**src/rtl/div_pkg.sv**
```systemverilog
// Shared types and constants for the iterative restoring divider.
package div_pkg;

    typedef enum logic {
        IDLE = 1'b0,
        RUN  = 1'b1
    } div_state_t;

    localparam int              DIV_W      = 16;
    localparam logic [DIV_W-1:0] DIV_ZERO_Q = '1;

endpackage

```
**src/rtl/div_restore_step.sv**
```systemverilog
// One restoring-division step: shift the next dividend bit into the partial
// remainder, then subtract the divisor if it fits.
module div_restore_step
    import div_pkg::*;
#(
    parameter int W = DIV_W
) (
    input  logic [W-1:0] rem,
    input  logic         msb,
    input  logic [W-1:0] divisor,
    output logic [W-1:0] rem_next,
    output logic         q_bit
);

    // One extra bit so the shifted remainder never wraps before the compare.
    logic [W:0] shifted;

    always_comb begin
        shifted  = {rem, msb};
        q_bit    = (shifted >= {1'b0, divisor});
        rem_next = q_bit ? W'(shifted - {1'b0, divisor}) : shifted[W-1:0];
    end

endmodule

```
**src/rtl/iter_divider.sv**
```systemverilog
// Radix-2 iterative restoring divider: dividend / divisor -> quotient, remainder.
// Define DIV_SIGNED_EN for two's-complement operands (truncating division).
module iter_divider
    import div_pkg::*;
#(
    parameter int W     = DIV_W,
    parameter int CNT_W = $clog2(W) + 1
) (
    input  logic         clk,
    input  logic         rst,
    input  logic         start,
    input  logic [W-1:0] dividend,
    input  logic [W-1:0] divisor,
    output logic [W-1:0] quotient,
    output logic [W-1:0] remainder,
    output logic         done,
    output logic         busy,
    output logic         div_zero
);

    div_state_t       state_q, state_d;
    logic [CNT_W-1:0] count_q, count_d;
    logic [W-1:0]     rem_q, rem_d;
    logic [W-1:0]     q_q, q_d;
    logic [W-1:0]     dvsr_q, dvsr_d;
    logic             zero_pend_q, zero_pend_d;
    logic [W-1:0]     quotient_d, remainder_d;
    logic             done_d, div_zero_d;
    logic [W-1:0]     step_rem, q_shift;
    logic             step_q;

`ifdef DIV_SIGNED_EN
    logic neg_quot_q, neg_quot_d;
    logic neg_rem_q, neg_rem_d;

    function automatic logic [W-1:0] mag(input logic [W-1:0] v);
        return v[W-1] ? W'(-v) : v;
    endfunction
`endif

    div_restore_step #(.W(W)) u_step (
        .rem      (rem_q),
        .msb      (q_q[W-1]),
        .divisor  (dvsr_q),
        .rem_next (step_rem),
        .q_bit    (step_q)
    );

    assign busy = (state_q == RUN);

    always_comb begin
        // NOTE: every signal gets its hold value first so no path leaves one unassigned (no latches).
        state_d     = state_q;
        count_d     = count_q;
        rem_d       = rem_q;
        q_d         = q_q;
        dvsr_d      = dvsr_q;
        zero_pend_d = 1'b0;
        quotient_d  = quotient;
        remainder_d = remainder;
        done_d      = done;
        div_zero_d  = div_zero;
        q_shift     = {q_q[W-2:0], step_q};
`ifdef DIV_SIGNED_EN
        neg_quot_d  = neg_quot_q;
        neg_rem_d   = neg_rem_q;
`endif
        unique case (state_q)
            IDLE: begin
                if (zero_pend_q) begin
                    // Divide-by-zero result lands one edge after acceptance.
                    quotient_d  = '1;
                    remainder_d = q_q;
                    div_zero_d  = 1'b1;
                    done_d      = 1'b1;
                end else if (start) begin
                    done_d     = 1'b0;
                    div_zero_d = 1'b0;
                    if (divisor == '0) begin
                        zero_pend_d = 1'b1;
                        q_d         = dividend;
                    end else begin
                        state_d = RUN;
                        count_d = '0;
                        rem_d   = '0;
`ifdef DIV_SIGNED_EN
                        q_d        = mag(dividend);
                        dvsr_d     = mag(divisor);
                        neg_quot_d = dividend[W-1] ^ divisor[W-1];
                        neg_rem_d  = dividend[W-1];
`else
                        q_d    = dividend;
                        dvsr_d = divisor;
`endif
                    end
                end
            end
            RUN: begin
                rem_d   = step_rem;
                q_d     = q_shift;
                count_d = count_q + 1'b1;
                if (count_q == CNT_W'(W - 1)) begin
                    state_d    = IDLE;
                    done_d     = 1'b1;
                    div_zero_d = 1'b0;
`ifdef DIV_SIGNED_EN
                    quotient_d  = neg_quot_q ? W'(-q_shift)  : q_shift;
                    remainder_d = neg_rem_q  ? W'(-step_rem) : step_rem;
`else
                    quotient_d  = q_shift;
                    remainder_d = step_rem;
`endif
                end
            end
            default: state_d = IDLE;
        endcase
    end

    // NOTE: sequential state uses non-blocking assignments so every register samples pre-edge values.
    always_ff @(posedge clk) begin
        // NOTE: reset clears every register, so an aborted run leaves no stale operands behind.
        if (rst) begin
            state_q     <= IDLE;
            count_q     <= '0;
            rem_q       <= '0;
            q_q         <= '0;
            dvsr_q      <= '0;
            zero_pend_q <= 1'b0;
            quotient    <= '0;
            remainder   <= '0;
            done        <= 1'b0;
            div_zero    <= 1'b0;
`ifdef DIV_SIGNED_EN
            neg_quot_q  <= 1'b0;
            neg_rem_q   <= 1'b0;
`endif
        end else begin
            state_q     <= state_d;
            count_q     <= count_d;
            rem_q       <= rem_d;
            q_q         <= q_d;
            dvsr_q      <= dvsr_d;
            zero_pend_q <= zero_pend_d;
            quotient    <= quotient_d;
            remainder   <= remainder_d;
            done        <= done_d;
            div_zero    <= div_zero_d;
`ifdef DIV_SIGNED_EN
            neg_quot_q  <= neg_quot_d;
            neg_rem_q   <= neg_rem_d;
`endif
        end
    end

endmodule

```
**config.mk**
```make
export PLATFORM = sky130hd
export DESIGN_NAME = iter_divider
export DESIGN_NICKNAME = d
export VERILOG_FILES = /design/src/rtl/div_pkg.sv /design/src/rtl/div_restore_step.sv /design/src/rtl/iter_divider.sv
export SDC_FILE = /design/constraint.sdc
export NUM_CORES = 1
export LEC_CHECK = 0
export CAP_MARGIN = 20
export CORE_ASPECT_RATIO = 1.1
export CORE_UTILIZATION = 53
export DETAILED_ROUTE_END_ITERATION = 16
export PLACE_DENSITY = 0.78
export SLEW_MARGIN = 40
export SYNTH_ARGS = -nofsm -noshare
export SYNTH_HDL_FRONTEND = slang
export SYNTH_SLANG_ARGS = --single-unit
```
**constraint.sdc**
```tcl
create_clock -name clk -period 3 [get_ports clk]
set_input_delay 0.45 -clock clk [delete_from_list [all_inputs] [get_ports clk]]
set_output_delay 0.45 -clock clk [all_outputs]
set_load 0.005 [all_outputs]
```
==> impl_results.md, run 1 <==
* Layout cells sized above 1 at 9.174%
* Post-synth cell types at 70
* Die ar. at 9318 sq um
* Synth Cell Area at 4736 sq um
* Largest family of logic cells by synthesized area: compound AO/OA/AOI/OAI gates
* Post-cts repair resize count at 0
* Crit-path max FO at 16
* DP Wirelength at around 10000 microns
* Mux contribution to synthesized area at 2.325%
* First-pass GRT wire length at 22650 microns
* Worst setup EP type: register
* CTS Buf Count at 9
* Actual slew at the worst max-slew pin at roughly 730 ps
* Clock sink count at between 80 and 90
* Area growth syn-to-layout at 20.34%
* Synth Area in XOR/XNOR at 1.480%
* Overall global routing resource usage at between 30% and 40%
* Final setup vio count at 0
* HP Start: rst
* ANT cells at 0
* Synth area leaders: dfxtp_1, nand2_1, a21oi_1
* Worst Hold Endpoint: count_q[2]$_SDFFE_PP0P_
* Unrepaired setup endpoints after global routing: false
* Syn avg cell area at between 7 and 8 sq um
* # fillers at 724
* Vias in the first global route at 4507
* DIE WIDTH at between 90 and 100 microns
* Peak supply drop at 0.0006359 V
* Met2 Usage GRT at roughly 50%
* Reg2reg path depth at 7
* RR Endpoint: rem_q[6]$_SDFFE_PP0P_
* Grt total ovfl at 0
* Worst Hold Class: input pin to register
* Clk pin slew, worst setup/hold paths at around 110 ps
* Fin cells at approximately 770
* MaxCap Viol Count at 0
* CTS H-tree depth at 3
* Iter 0 DRT Violations at between 400 and 500
* Die Height at between 100 and 150 microns
* WL/cell at 18.30 microns
* Arrival time worst endpoint at 2960 ps
* Num ports at 70
* Top cell type's share of synthesized area at a little under two fifths
* Mapped Nets at ~650
* Seq/Total Area, Yosys at 37.62%
* Met3 Usage GRT at around 4.7%
* Fin crit period at ~2700 ps
* Hold Vio Cnt, Final at 0
* Worst hold path stage count at 2
* Mapped Cells at 593
* Synth async-reset ratio at 0%
* Drt drc at 0
* Compound-Gate Fraction of Synth Area at 25.94%
* CORE AREA at between 8000 and 9000 sq um
* FMAX at 365.2 MHz
* Nets at approximately 700
* Largest net degree at the start of global routing at 54
* Buffer levels on the longest clock path at 2
* Synth Area in Adders at under 10%
* Pleak at around 2.2 nW
* Status: completed
* Top cell type by total area after synthesis: dfxtp_1
* Pwr Density at just under 900 nW/um^2
* YS warnings at 0
* GP Congestion at between 0.8 and 0.9
* Seq cells post-synth at 89
* Starting Density at between 50% and 60%
* Reg-to-reg slack, setup at 260 ps
* Vias per cell at between 6 and 7
* Reg-to-reg startpoint: rem_q[7]$_SDFFE_PP0P_
* Layout Skew at about 15 ps
* Port bufs at just under 70
* FP Rows at 35
* Cts hold-fix bufs at 0
* Simple-gate share of the synthesized area at 21.85%
* CP Class: register to register
* Placed insts at about 750
* Post-CTS Repair Setup Buffers at 0
* Met1 Usage GRT at between 40% and 50%
* First drt pass iteration count at 5
* Final total power at 5.051 mW
* Slew Viols, Final at 0
* TritonCTS clock tree: built
* Clk Latency, worst-skew pair at 370 ps
* Final ANT Viol Nets at 0
* Setup TNS at 0 ps
* Req. time, crit path at ~3200 ps
* Main flop type after synthesis: dfxtp_1
* Vias at ~4700
* Max transition margin at between 50 and 60%
* Drt total wl at 14000 microns
* Initial antenna violation count at 0
* Period Utilization, post-route at about nine tenths
* Busiest grt layer: met2
* Clock root cell: clkbuf_8
* Number of synthesized flops with an enable pin at 0
* Startpoint types: register
## kinds of logic (layout without fill, tap and decap cells)
group                      after synthesis  count (layout)
xor gates and xnor gates                 8               8
DFF                                     89              89
buffers and inverters                   63             124
muxes                                   11              11
adders and majority gates               19              19
and+or+nand+nor                        224             224
AOI/OAI and AO/OA                      179             179
## area by class of cell
| cell class | instances | area, sq um | area share [%] |
|---|---|---|---|
| clock inverter | 7 | 80.08 | 1.405 |
| timing repair buffer | 83 | 790.8 | 13.87 |
| sequential | 89 | 1783 | 31.28 |
| clock buffer | 9 | 123.9 | 2.173 |
| tap | 111 | 138.9 | 2.437 |
| multi-input combinational | 441 | 2689 | 47.18 |
| inverter | 25 | 93.84 | 1.647 |
## per-layer routing
| layer | vias to the layer above | part of all wire (%) |
|---|---|---|
| met5 | - | 0 |
| met4 | 0 | 2.6 |
| met3 | 37 | 6.6 |
| met2 | 197 | 46 |
| met1 | 2263 | 45 |
| li1 | 2250 | - |
## cell usage after synthesis (3+ instances only)
| cell type | count |
|---|---|
| o21ai_0 | 26 |
| o21a_1 | 3 |
| o32ai_1 | 6 |
| and3_1 | 12 |
| xnor2_1 | 4 |
| buf_1 | 4 |
| xor2_1 | 4 |
| or2_2 | 3 |
| nand4_1 | 6 |
| nand3_1 | 11 |
| nor3_1 | 9 |
| o31ai_1 | 5 |
| and2_1 | 4 |
| nand2_1 | 101 |
| a21o_1 | 4 |
| a21oi_1 | 73 |
| nor2_1 | 50 |
| o211ai_1 | 4 |
| or3_1 | 4 |
| nor2b_1 | 6 |
| inv_1 | 24 |
| ha_1 | 18 |
| nor4_1 | 5 |
| mux2i_1 | 11 |
| a32oi_1 | 4 |
| dfxtp_1 | 89 |
| a31oi_1 | 3 |
| buf_2 | 4 |
| a41oi_1 | 4 |
| clkbuf_1 | 28 |
| o221a_2 | 16 |
| a211oi_1 | 3 |
## flip-flops by register name, summed over array words and instances, names as in the netlist, 5 cells and up
signal and count:
q_q 16, quotient 16, remainder 16, count_q 5, rem_q 16, dvsr_q 16
## through the flow
step	setup slack [ps]	hold WS [ps]	util, %	cell area [sq um]
2_1_floorplan	691.2	436.3	-	4736
3_3_place_gp	383.7	444.7	64.35	5495
3_5_place_dp	338.0	448.0	64.35	5495
4_1_cts	297.9	333.0	66.74	5699
5_1_grt	127.7	340.8	66.74	5699
6_report	262.1	336.3	66.74	5699
## worst max-delay path, cell delays in order, from the launching register on
cell,delay (ps)
dfxtp_1,370
ha_1,440
and4_1,280
nand3_1,90
o211ai_1,430
a221o_2,550
mux2i_1,310
o21ai_0,120
## placed cells by master, fill, tap and decap left out, drive strengths merged, types with 6 or more instances in the layout
cell,Yosys,routed
ha,18,18
nor2,50,50
nor2b,6,6
o21ai,27,27
nor3,9,9
clkbuf,28,9
o32ai,6,6
buf,10,15
mux2i,11,11
dfxtp,89,89
inv,25,29
nand4,7,7
and3,13,13
a21oi,73,73
nand3,11,11
o221a,16,16
clkdlybuf4s50,0,68
nand2,101,101
## power breakdown
part	internal, mW	switching [mW]
combinational	1.09	1.67
clock	0.335	0.523
sequential	1.29	0.132
total	2.72	2.33
## worst max-delay path by stage
stage,depth (start not counted),to,startpoint,slack [ps]
2_1_floorplan,11,remainder[5]$_SDFFE_PP0P_,dvsr_q[4]$_SDFFE_PP0P_,690
3_3_place_gp,8,remainder[6]$_SDFFE_PP0P_,dvsr_q[10]$_SDFFE_PP0P_,380
3_5_place_dp,8,rem_q[6]$_SDFFE_PP0P_,dvsr_q[10]$_SDFFE_PP0P_,340
4_1_cts,8,rem_q[6]$_SDFFE_PP0P_,dvsr_q[10]$_SDFFE_PP0P_,300
5_1_grt,9,remainder[0]$_SDFFE_PP0P_,dvsr_q[6]$_SDFFE_PP0P_,130
6_report,7,rem_q[6]$_SDFFE_PP0P_,rem_q[7]$_SDFFE_PP0P_,260
Power figures use the tool's default switching activity.
==> run 2, diff against run 1 <==
Settings changed: CORE_MARGIN set to 4.
==> impl_results.md, run 2 (synthesized netlist as in run 1, its figures left out) <==
* Most common cell after layout, fill and taps aside: nand2_1
* DIE WIDTH at 98.13 microns (+6.5%)
* Setup TNS at 0 ps (unchanged)
* Commonest non-fill, non-tap cells in the layout: nand2_1, dfxtp_1, a21oi_1
* First-pass GRT wire length at 22090 microns (-2.5%)
* Nets at 703 (unchanged)
* Cell chain of the critical path: inv_1 > ha_1 > and3_4 > nand4_4 > o41ai_4 > a221o_2 > mux2i_1 > o32ai_1
* Initial antenna violation count at 0 (unchanged)
* Port bufs at 69 (unchanged)
* Pleak at 2.205 nW (+0.48%)
* CP Class: register to register
* Vias at 4771 (+0.51%)
* Clk Latency, worst-skew pair at 360 ps (about the same)
* # fillers at 724 (unchanged)
* Worst path max stage delay at 460 ps (-90 ps)
* Max transition margin at 57.90% (+6.9 points)
* Fin crit period at 2829 ps (+91.03 ps)
* WL/cell at 18.06 microns (-1.3%)
* Clock sink count at 89 (unchanged)
* Drt total wl at 13820 microns (-1.3%)
* Req. time, crit path at 3210 ps (-20 ps)
* Iter 0 DRT Violations at 444 (-1.1%)
* Reg2reg path depth at 8 (+1)
* FP Rows at 35 (unchanged)
* Vias in the first global route at 4421 (-1.9%)
* Pre-CTS WS at 239.8 ps (-98.19 ps)
* Post-CTS Repair Setup Buffers at 0 (unchanged)
* Clock root cell: clkbuf_8
* Status: completed
* Worst hold path stage count at 2 (unchanged)
* Arrival time worst endpoint at 3040 ps (+80 ps)
* Overall global routing resource usage at 25.97% (-5.2 points)
* ANT cells at 0 (unchanged)
* Peak supply drop at 0.0006500 V (+2.2%)
* Layout cells sized above 1 at 9.174% (unchanged)
* CTS H-tree depth at 3 (unchanged)
* Die Height at 107.1 microns (+5.9%)
* Final ANT Viol Nets at 0 (unchanged)
* CORE AREA at 8539 sq um (unchanged)
* TritonCTS clock tree: built
* Largest net degree at the start of global routing at 54 (unchanged)
* Worst setup EP type: register
* Area growth syn-to-layout at 20.53%
* Unrepaired setup endpoints after global routing: false
* Hold Vio Cnt, Final at 0 (unchanged)
* Multi-input gate area at 2689 sq um (unchanged)
* Die ar. at 10510 sq um (+13%)
* Drt drc at 0 (unchanged)
* Vias per cell at 6.237 (+0.51%)
* Actual slew at the worst max-slew pin at 629.9 ps (-100.1 ps)
* Startpoint types: register
* FMAX at 353.5 MHz (-3.2%)
* Post-cts repair resize count at 0 (unchanged)
* DP Wirelength at 10150 microns (+0.26%)
* Worst Setup Slack, final at 171.1 ps (-91.03 ps)
* First drt pass iteration count at 6 (+1)
* Starting Density at 55.46% (unchanged)
* CTS Buf Count at 9 (unchanged)
* CP max-delay cell: a221o_2
* Clk pin slew, worst setup/hold paths at 90 ps (-20 ps)
* Buffer levels on the longest clock path at 2 (unchanged)
* Final setup vio count at 0 (unchanged)
* Worst Hold Class: input pin to register
* GP Congestion at 0.8614 (-3.9%)
* Cts hold-fix bufs at 0 (unchanged)
* Num ports at 70 (unchanged)
* FF/Latch Area at 1783 sq um (unchanged)
* Crit-path max FO at 16 (unchanged)
* Slew Viols, Final at 0 (unchanged)
* Layout Skew at 10.10 ps (-4.697 ps)
* MaxCap Viol Count at 0 (unchanged)
* Grt total ovfl at 0 (unchanged)
* Period Utilization, post-route at 94.30% (+3.0 points)
* Pwr Density at 883.6 nW/um^2 (-0.29%)
[run 2: area by class of cell]
type	instances	share of cell area [%]
clock buffers	10	2.411
flip-flops and latches	89	31.24
repair buffers	83	13.85
clock inverters	6	1.315
multi-input cells	441	47.11
inverters	25	1.644
well taps	111	2.433
[run 2: where the power goes]
part | total (mW) | switching (mW) | internal [mW]
clock | 0.872 | 0.451 | 0.421
combinational | 2.75 | 1.65 | 1.10
sequential | 1.42 | 0.132 | 1.29
total | 5.04 | 2.23 | 2.81
[run 2: worst paths after layout]
check | start | end | slack, ps
setup / recovery | dvsr_q[11]$_SDFFE_PP0P_ | remainder[10]$_SDFFE_PP0P_ | 170
hold / removal | rst | count_q[2]$_SDFFE_PP0P_ | 350
setup reg to reg | dvsr_q[11]$_SDFFE_PP0P_ | remainder[10]$_SDFFE_PP0P_ | 170
hold reg to reg | dvsr_q[1]$_SDFFE_PP0P_ | dvsr_q[1]$_SDFFE_PP0P_ | 460
[run 2: metrics by stage]
stage / util [%] / std cells / total power [mW] / hold slack (ps) / instance area [sq um]
finish: 66.84 / 765 / 5.044 / 354.2 / 5708
global route: 66.84 / 765 / 5.352 / 353.0 / 5708
CTS: 66.84 / 765 / 5.008 / 343.0 / 5708
detailed placement: 64.35 / 749 / 4.135 / 448.4 / 5495
global placement: 64.35 / 749 / 4.086 / 444.3 / 5495
floorplan: - / 593 / 3.692 / 436.3 / 4736
[run 2: layer usage]
layer | up-vias | GRT usage [%] | share of wire, %
li1 | 2252 | - | -
met1 | 2257 | 35.26 | 45
met2 | 227 | 41.54 | 46
met3 | 35 | 4.034 | 6.6
met4 | 0 | 10.15 | 2.7
met5 | - | 0 | 0
[run 2: critical path, delay by kind of cell (launching register included)]
kind                       cells  cell delay, ps
adders and majority gates      1             430
and+or+nand+nor                2             400
buffers and inverters          1              70
DFF                            1             350
AOI/OAI and AO/OA              3            1000
muxes                          1             420
==> run 3, diff against run 2 <==
Settings changed: GPL_ROUTABILITY_DRIVEN set to 0, PLACE_DENSITY 0.78 to unset, PLACE_DENSITY_LB_ADDON set to 0.05.
==> impl_results.md, run 3 (synthesized netlist as in run 1, its figures left out) <==
* CORE AREA at 8539 sq um (unchanged)
* Placed cell area at 5514 sq um (+0.34%)
* Worst setup EP type: register
* ANT cells at 0 (unchanged)
* Grt total ovfl at 0 (unchanged)
* Final ANT Viol Nets at 0 (unchanged)
* TritonCTS clock tree: built
* Clk pwr share at 18.3% (+1.0 points)
* Commonest non-fill, non-tap cells in the layout: nand2_1, dfxtp_1, a21oi_1
* Crit-path max FO at 16 (unchanged)
* WHS at 458.1 ps (+103.9 ps)
* P_int at 2.898 mW (+3.2%)
* Sw frac at 43.90% (-0.41 points)
* Unrepaired setup endpoints after global routing: false
* Num ports at 70 (unchanged)
* Port bufs at 69 (unchanged)
* FP Rows at 35 (unchanged)
* Initial antenna violation count at 0 (unchanged)
* Psw at 2.268 mW (+1.5%)
* Drt drc at 0 (unchanged)
* Placed insts at 751 (+0.27%)
* CTS H-tree depth at 3 (unchanged)
* Pre-CTS WS at 300.4 ps (+60.64 ps)
* Req. time, crit path at 3320 ps (+110 ps)
* Vias in the first global route at 4503 (+1.9%)
* DIE WIDTH at 98.13 microns (unchanged)
* Clock root cell: clkbuf_8
* Reg-to-reg slack, setup at 290 ps (+120 ps)
* MaxCap Viol Count at 0 (unchanged)
* Overall global routing resource usage at 27.04% (+1.1 points)
* Clk pin slew, worst setup/hold paths at 100 ps (about the same)
* FMAX at 369.0 MHz (+4.4%)
* Die ar. at 10510 sq um (unchanged)
* Slew Viols, Final at 0 (unchanged)
* Actual slew at the worst max-slew pin at 633.9 ps (+3.998 ps)
* Starting Density at 55.46% (unchanged)
* Reg power frac at 27.7% (-0.5 points)
* Buffer levels on the longest clock path at 2 (unchanged)
* Clock sink count at 89 (unchanged)
* Clk Latency, worst-skew pair at 370 ps (about the same)
* Fin cells at 767 (+0.26%)
* Worst Hold Class: register to register
* Pleak at 2.225 nW (+0.87%)
* Multi-input gate area at 2703 sq um (+0.51%)
* Die Height at 107.1 microns (unchanged)
* Setup TNS at 0 ps (unchanged)
* Pwr Density at 898.4 nW/um^2 (+1.7%)
* Drt total wl at 13850 microns (+0.24%)
* Layout cells sized above 1 at 9.604% (+0.43 points)
* CP Class: register to register
* Largest net degree at the start of global routing at 59 (+9.3%)
* First drt pass iteration count at 5 (-1)
* FF/Latch Area at 1783 sq um (unchanged)
* Startpoint types: register
* Hold Vio Cnt, Final at 0 (unchanged)
* Most common cell after layout, fill and taps aside: nand2_1
* WL/cell at 18.06 microns (about the same)
* CTS Buf Count at 9 (unchanged)
* Post-CTS Repair Setup Buffers at 0 (unchanged)
* # fillers at 743 (+2.6%)
* Layout Skew at 16.18 ps (+6.084 ps)
* First-pass GRT wire length at 23030 microns (+4.3%)
* Status: completed
* Arrival time worst endpoint at 3030 ps (about the same)
* Non-Filler Cell Area, Final at 5751 sq um (+0.75%)
* Max transition margin at 57.64% (-0.27 points)
* Vias per cell at 6.089 (-2.4%)
* Iter 0 DRT Violations at 251 (-43%)
* Comb power frac at 54.0% (-0.5 points)
* Final setup vio count at 0 (unchanged)
* Worst Setup Slack, final at 290.2 ps (+119.1 ps)
* Nets at 705 (+0.28%)
* Vias at 4670 (-2.1%)
* Period Utilization, post-route at 90.33% (-4.0 points)
* Area growth syn-to-layout at 21.43%
* Fin crit period at 2710 ps (-119.1 ps)
* DP Wirelength at 10190 microns (+0.48%)
* Peak supply drop at 0.0007256 V (+12%)
==> run 3: power groups by stage <==
stage	combinational (mW)	sequential (mW)	clock [mW]
floorplan	2.30	1.39	0
global placement	2.64	1.45	0
detailed placement	2.66	1.45	0
CTS	2.70	1.42	0.949
global route	3.06	1.44	1.00
finish	2.79	1.43	0.945
==> run 3: path summary, 6_finish.rpt <==
check | endpoint | cells after the start | from
hold reg to reg | dvsr_q[12]$_SDFFE_PP0P_ | 2 | dvsr_q[12]$_SDFFE_PP0P_
setup reg to reg | rem_q[13]$_SDFFE_PP0P_ | 8 | rem_q[7]$_SDFFE_PP0P_
hold / removal | dvsr_q[12]$_SDFFE_PP0P_ | 2 | dvsr_q[12]$_SDFFE_PP0P_
setup / recovery | rem_q[13]$_SDFFE_PP0P_ | 8 | rem_q[7]$_SDFFE_PP0P_
==> run 3: area by class of cell <==
type / count / area share, %
sequential: 89 / 31.01
tap: 111 / 2.415
multi-input combinational: 441 / 47.00
inverter: 25 / 1.632
clock buffer: 9 / 2.154
timing repair buffer: 85 / 14.01
clock inverter: 7 / 1.784
==> run 3: critical path, cell delays in order, from the launching register on <==
cell and delay (ps):
dfxtp_1 380, ha_1 450, and4_1 290, nand3_1 90, o211ai_1 480, a221oi_2 160, buf_4 240, or4_1 530
nand2_1 70
==> run 3: per-layer routing <==
metal  up-vias  GRT usage [%]  routed length (microns)
met5         -              0                        0
met4         0          11.90                      493
met3        37          4.619                      858
met2       178          44.26                     6599
met1      2207          35.02                     5897
li1       2248              -                        -
==> run 3: what timing repair did <==
item	in CTS	in global routing
hold buffers	0	0
gates resized for setup	0	1
endpoints found under the setup margin	0	1
==> run 3: per-stage QoR <==
step / utilization (%) / power [mW]
2_1_floorplan: - / 3.692
3_3_place_gp: 64.57 / 4.092
3_5_place_dp: 64.57 / 4.107
4_1_cts: 67.22 / 5.074
5_1_grt: 67.34 / 5.500
6_report: 67.34 / 5.166
